[config.mk]
export PLATFORM = sky130hd
export DESIGN_NAME = rr_grant_scheduler
export DESIGN_NICKNAME = d
export VERILOG_FILES = /design/src/rtl/rr_grant_scheduler.sv
export SDC_FILE = /design/constraint.sdc
export NUM_CORES = 1
export LEC_CHECK = 0
export ABC_CLOCK_PERIOD_IN_PS = 1450
export CAP_MARGIN = 20
export CORE_AREA = 3 3 40 42
export CTS_CLUSTER_DIAMETER = 100
export DETAILED_ROUTE_END_ITERATION = 6
export DIE_AREA = 0 0 43 45
export HOLD_SLACK_MARGIN = 0.05
export PLACE_DENSITY_LB_ADDON = 0.15
export SLEW_MARGIN = 10
export SYNTH_ARGS = -nofsm -noshare
export SYNTH_HDL_FRONTEND = slang
export SYNTH_SLANG_ARGS = --single-unit
[constraint.sdc]
create_clock -name clk_i -period 1.45 [get_ports clk_i]
set_clock_uncertainty 0.1 [all_clocks]
set_input_delay 0.2175 -clock clk_i [delete_from_list [all_inputs] [get_ports clk_i]]
set_output_delay 0.2175 -clock clk_i [all_outputs]
set_load 0.05 [all_outputs]
[src/rtl/rr_grant_scheduler.sv]
// Round-robin grant scheduler: registered owner index and FSM feeding a one-hot grant decoder.
// Optional hold timeout with preemption when RR_SCHED_HOLD_TIMEOUT_EN is defined.
//
// state | meaning
// IDLE  | no owner; arbitrate among requesters starting after the last owner
// GRANT | one client owns the resource until done, abandon or timeout
module rr_grant_scheduler #(
  parameter int REQUESTERS = 4,
  parameter int MAX_HOLD   = 16
) (
  input  logic                                                 clk_i,
  input  logic                                                 rst_n_i,
  input  logic [REQUESTERS-1:0]                                request_i,
  input  logic                                                 done_i,
  output logic [REQUESTERS-1:0]                                grant_o,
  output logic [$clog2((REQUESTERS > 1) ? REQUESTERS : 2)-1:0] grant_idx_o,
  output logic                                                 grant_valid_o,
  output logic                                                 preempt_o
);

  localparam int IDX_W = $clog2((REQUESTERS > 1) ? REQUESTERS : 2);

  if (REQUESTERS < 1 || MAX_HOLD < 1) begin : g_param_check
    $error("rr_grant_scheduler: REQUESTERS and MAX_HOLD must both be >= 1");
  end

  typedef enum logic {IDLE, GRANT} state_t;

  state_t           state_q, state_d;
  logic [IDX_W-1:0] idx_q, idx_d;
  logic [IDX_W-1:0] win_idx;
  logic             win_found;
  logic             owner_req;
  logic             release_w;
  logic             timeout_w;

  // Search only real indices; first hit above the pointer wins, else first hit at/below it.
  always_comb begin
    logic             hit_hi, hit_lo;
    logic [IDX_W-1:0] idx_hi, idx_lo;
    hit_hi = 1'b0;
    hit_lo = 1'b0;
    idx_hi = '0;
    idx_lo = '0;
    for (int i = REQUESTERS - 1; i >= 0; i--) begin
      if (request_i[i]) begin
        if (i > int'(idx_q)) begin
          hit_hi = 1'b1;
          idx_hi = IDX_W'(i);
        end else begin
          hit_lo = 1'b1;
          idx_lo = IDX_W'(i);
        end
      end
    end
    win_found = hit_hi | hit_lo;
    win_idx   = hit_hi ? idx_hi : idx_lo;
  end

  assign grant_valid_o = (state_q == GRANT);
  assign grant_idx_o   = idx_q;

  for (genvar g = 0; g < REQUESTERS; g++) begin : g_dec
    assign grant_o[g] = grant_valid_o && (idx_q == IDX_W'(g));
  end

  assign owner_req = |(request_i & grant_o);
  assign release_w = grant_valid_o && (done_i || !owner_req);

`ifdef RR_SCHED_HOLD_TIMEOUT_EN
  localparam int HOLD_W = (MAX_HOLD > 1) ? $clog2(MAX_HOLD) : 1;

  logic [HOLD_W-1:0] hold_cnt_q;
  logic              preempt_q;

  // A release on the terminal cycle wins over the timeout.
  assign timeout_w = grant_valid_o && !release_w && (hold_cnt_q == HOLD_W'(MAX_HOLD - 1));
  assign preempt_o = preempt_q;

  always_ff @(posedge clk_i) begin
    if (!rst_n_i) begin
      hold_cnt_q <= '0;
      preempt_q  <= 1'b0;
    end else begin
      preempt_q <= timeout_w;
      if (state_q == IDLE) begin
        hold_cnt_q <= '0;
      end else begin
        hold_cnt_q <= hold_cnt_q + 1'b1;
      end
    end
  end
`else
  assign timeout_w = 1'b0;
  assign preempt_o = 1'b0;
`endif

  always_comb begin
    state_d = state_q;
    idx_d   = idx_q;
    unique case (state_q)
      IDLE: begin
        if (win_found) begin
          state_d = GRANT;
          idx_d   = win_idx;
        end
      end
      GRANT: begin
        if (release_w || timeout_w) begin
          state_d = IDLE;
        end
      end
      default: state_d = IDLE;
    endcase
  end

  always_ff @(posedge clk_i) begin
    if (!rst_n_i) begin
      state_q <= IDLE;
      idx_q   <= IDX_W'(REQUESTERS - 1);
    end else begin
      state_q <= state_d;
      idx_q   <= idx_d;
    end
  end

endmodule
After elaboration in Yosys (flattened, before gate mapping)
Index checks and enable logic that the tools add are counted.
Operators by class
  magnitude comparators: 3
  equality and inequality tests: 3
  muxes and demuxes: 30
  bitwise gates (word level): 3
  reduce and logical (&&, ||, !) cells: 10
Operators with widths (count)
  $mux 2: 14
  $mux 1: 15
  $logic_and 1x1->1: 5
  $and 4x4->4: 1
  $eq 2x2->1 const B: 2
  $gt 2x2->1 const A: 2
  $reduce_or 4->1: 1
  $eq 2x1->1 const B: 1
  $gt 1x2->1 const A: 1
  $logic_not 2->1: 1
  $pmux 1 s2: 1
  $reduce_and 2->1: 1
  $logic_not 1->1: 1
  $logic_or 1x1->1: 1
  $not 1->1: 1
  $or 1x1->1: 1
Word-level totals
  flip-flop bits (word level): 3
  input port bits: 7
  logic and storage cells: 51

Depth between registers and ports, before layout
  word-level depth: 11
  gate-level depth with buffers: 5
  gate-level depth less buffers: 4

Worst setup path before layout
No wires, ideal clock.
  kind: reg-to-output
  start: register idx_q[1] (netlist: grant_idx_o[1])
  end: output port grant_o[2]
  arrival: 1554 ps
  required time: 1133 ps
  setup slack: -421 ps
  cell stages (with the launch flop): 4
  path buffers: 1
  cells stage by stage: dfxtp_1 buf_6 inv_1 nor2_1
Between the ends
  word-level cells in the longest chain between the ends: 2
RTL lines
  from (decl): line 30  | logic [IDX_W-1:0] idx_q, idx_d;
  from (signal assigned): line 120  | idx_q <= IDX_W'(REQUESTERS - 1);
  from (signal assigned): line 123  | idx_q <= idx_d;
  $eq 2x2->1: line 64  | assign grant_o[g] = grant_valid_o && (idx_q == IDX_W'(g));
  $logic_and 1x1->1: line 64
  to (decl): line 15  | output logic [REQUESTERS-1:0] grant_o,
No other way between the ends.

Worst setup path in the final report
Same ends and word-level chain as after synthesis.

==> reports/qor.yml <==
cts:
  cts_root_buf: "sky130_fd_sc_hd__clkbuf_4"
  cts.repair_timing.setup_buffer_count: 0
  clock_pin_slew_of_the_registers_on_the_worst_case_setup_and_hold_paths_ns: 0.03
  clk-insertion-delay-late_ns: 0.23
  cts_max_level: 1
  tritoncts: "done"
  max-clock-path-buffers: 2
  cts_made_buffers: 3
  tritoncts_num_sinks: 3
worst_setup_path:
  chain_of_cells_forming_the_critical_path: "inv_1 -> nor2_4 -> buf_12"
  cp-start-kind: "register"
  critPathTopFamily: "flip-flops"
  critPathArrivalTime_ns: 1.06
  critical-path-max-stage-delay_ns: 0.43
  maximum_fanout_along_the_worst_path: 9
  required_time_reported_for_the_critical_path_endpoint_ns: 1.13
  timing.critical_path.to_type: "output port"
  path_buf_inv: 2
  timing.setup.critical_path_class: "register to output port"
  timing.critical_path.slowest_stage_cell: "sky130_fd_sc_hd__dfxtp_4"
die:
  die-height_um: 45
  die_width_um: 43
  dieArea_um2: 1935
  initial_utilization_pct: 20.64
  placement_rows: 13
  fp.coreArea_um2: 1285
  io_pins: 15
placement:
  place_area_um2: 506.7
  dp.cells: 63
  hpwlAfterDp_um: 587.1
  gp_routability_congestion: 0.8384
  io_buffer_count: 13
drt:
  postRouteWirelength_um: 736
  drt.antenna.violating_nets: 0
  drt_iter0_markers: 2
  drc_errors: 0
  vias_post_dr: 305
  routed_via_density: 4.552
  drt-pass1-iter-count: 4
  wl_per_cell_um: 10.99
timing:
  tcrit_tclk_final_pct: 95.23
  period_minus_slack_ns: 1.381
  slew_violations: 0
  rsz_0062_raised_after_global_routing: "false"
  timing.final.setup_violations: 0
  max_freq_mhz: 724.2
  hold_viol_final: 0
synthesis:
  synthesis.instances: 36
  yosysWarnings: 0
  synth_area_um2: 265.3
  synth_top_cell_by_area: "sky130_fd_sc_hd__dfxtp_1"
  synth_top_area_share_pct: 22.64
  syn_area_per_cell_um2: 7.368
  synth.ff_latch_count: 3
  share_of_the_yosys_chip_area_belonging_to_registers_pct: 22.64
  synth_cell_types: 21
  mappedNetlistNets: 43
  ys_top_cells_by_area: "sky130_fd_sc_hd__dfxtp_1, sky130_fd_sc_hd__nor2_1, sky130_fd_sc_hd__nand2b_1"
job:
  drv_cap: 0
cells_and_area:
  areaGrowthSynthToFinish_pct: 108.0
  layout_common_cells: "sky130_fd_sc_hd__buf_12, sky130_fd_sc_hd__clkdlybuf4s50_1, sky130_fd_sc_hd__nor2_4, sky130_fd_sc_hd__nor2_1, sky130_fd_sc_hd__clkbuf_4"
  design_area_um2: 551.8
  nFillCells: 142
  antenna_cells_inserted: 0
  layout-drive-gt1-share_pct: 48.08
  final_common_cell: "sky130_fd_sc_hd__buf_12"
  final_cells: 67
  layout.nets: 60
  final_core_util_pct: 42.94
power:
  internal_power_mw: 0.3171
  switchingPower_mw: 0.1955
  ir_worst_vdd_uv: 441.6
  p_clk_share_pct: 28.1
  power_mw: 0.5126
  power.share.sequential_pct: 24.5
  power.share.switching_pct: 38.14
  cellPowerDensity_nw_per_um2: 929.0
  power_leakage_nw: 0.2182
  p_comb_share_pct: 47.5
hold_path:
  holdCritPathClass: "primary input to register"
outcome:
  run_status: "completed"
grt:
  grt_max_degree: 10
  global_route_wire_length_before_repair_mm: 1.235
  first_global_vias: 305
  globalRoute.totalOverflow: 0
  antenna_found_initial: 0
  overall_fraction_of_global_route_tracks_in_use_pct: 8.728
## synth_stat cells, drive strengths merged
cell and instances:
o31a 1, nor3 2, nand2 1, buf 2, inv 2, conb 1
o221ai 1, o21ai 3, a2bb2oi 1, nor2 8, a21oi 3, nor4 1
dfxtp 3, nor2b 1, o32a 1, mux2i 1, nor3b 1, nand2b 3
## layout make-up
type / instances / area, um2 / share of cell area (%)
multi-input cells: 29 / 225.2 / 40.82
repair buffers: 14 / 207.7 / 37.64
flip-flops and latches: 3 / 66.31 / 12.02
clock buffers: 4 / 26.28 / 4.762
well taps: 15 / 18.77 / 3.401
inverters: 2 / 7.507 / 1.361
## registers in the layout, summed over array words and instances (netlist names)
register and count:
grant_idx_o 2, grant_valid_o 1
## repair_timing
item                       4_1_cts  5_1_grt
gates resized for setup          2        3
hold endpoints to repair         0        0
pin swaps                        0        1
hold buffers                     0        0
setup endpoints to repair        3        4
cloned                           0        0
## cells by family after synthesis
kind of cell,Yosys count,share of synthesized area (%)
multiplexers,1,3.774
AND/OR/NAND/NOR,17,33.96
other,1,1.414
flip-flops,3,22.64
AO/OA/AOI/OAI,10,28.30
buffers and inverters,4,9.907
## through the flow
step           hold WS (ns)  setup TNS (ns)  worst slack, ns
2_1_floorplan        0.1974               0          0.04721
3_3_place_gp         0.4863         -0.3024          -0.1401
3_5_place_dp         0.4788         -0.3536          -0.1740
4_1_cts              0.4749               0          0.01774
5_1_grt              0.5140               0         0.004602
6_report             0.4870               0          0.06914
## worst register-to-register path, cell delays in order (launching register included)
cell and delay (ns):
sky130_fd_sc_hd__dfxtp_4 0.43, sky130_fd_sc_hd__mux2i_1 0.20, sky130_fd_sc_hd__nor3_1 0.06, sky130_fd_sc_hd__o31a_1 0.26
## power by group through the flow
stage	clock network, mW	logic (mW)	registers, mW
3_5_place_dp	0	0.238	0.123
4_1_cts	0.154	0.239	0.123
5_1_grt	0.163	0.257	0.129
6_report	0.144	0.243	0.126
3_3_place_gp	0	0.236	0.124
2_1_floorplan	0	0.115	0.140
## final timing paths
check            startpoint        endpoint  slack (ns)  cells after the start
max          grant_idx_o[1]      grant_o[2]        0.07                      3
max reg2reg  grant_idx_o[1]   grant_valid_o        0.28                      3
min reg2reg  grant_idx_o[0]  grant_idx_o[0]        0.51                      1
min                 rst_n_i  grant_idx_o[1]        0.49                      2
## routing by layer
| metal | GRT usage [%] | vias up | share of wire, % |
|---|---|---|---|
| li1 | - | 159 | - |
| met1 | 9.353 | 134 | 40 |
| met2 | 13.77 | 10 | 51 |
| met3 | 3.187 | 2 | 6.3 |
| met4 | 7.229 | 0 | 2.3 |
| met5 | 0 | - | 0 |
(Power assumes the default switching activity.)
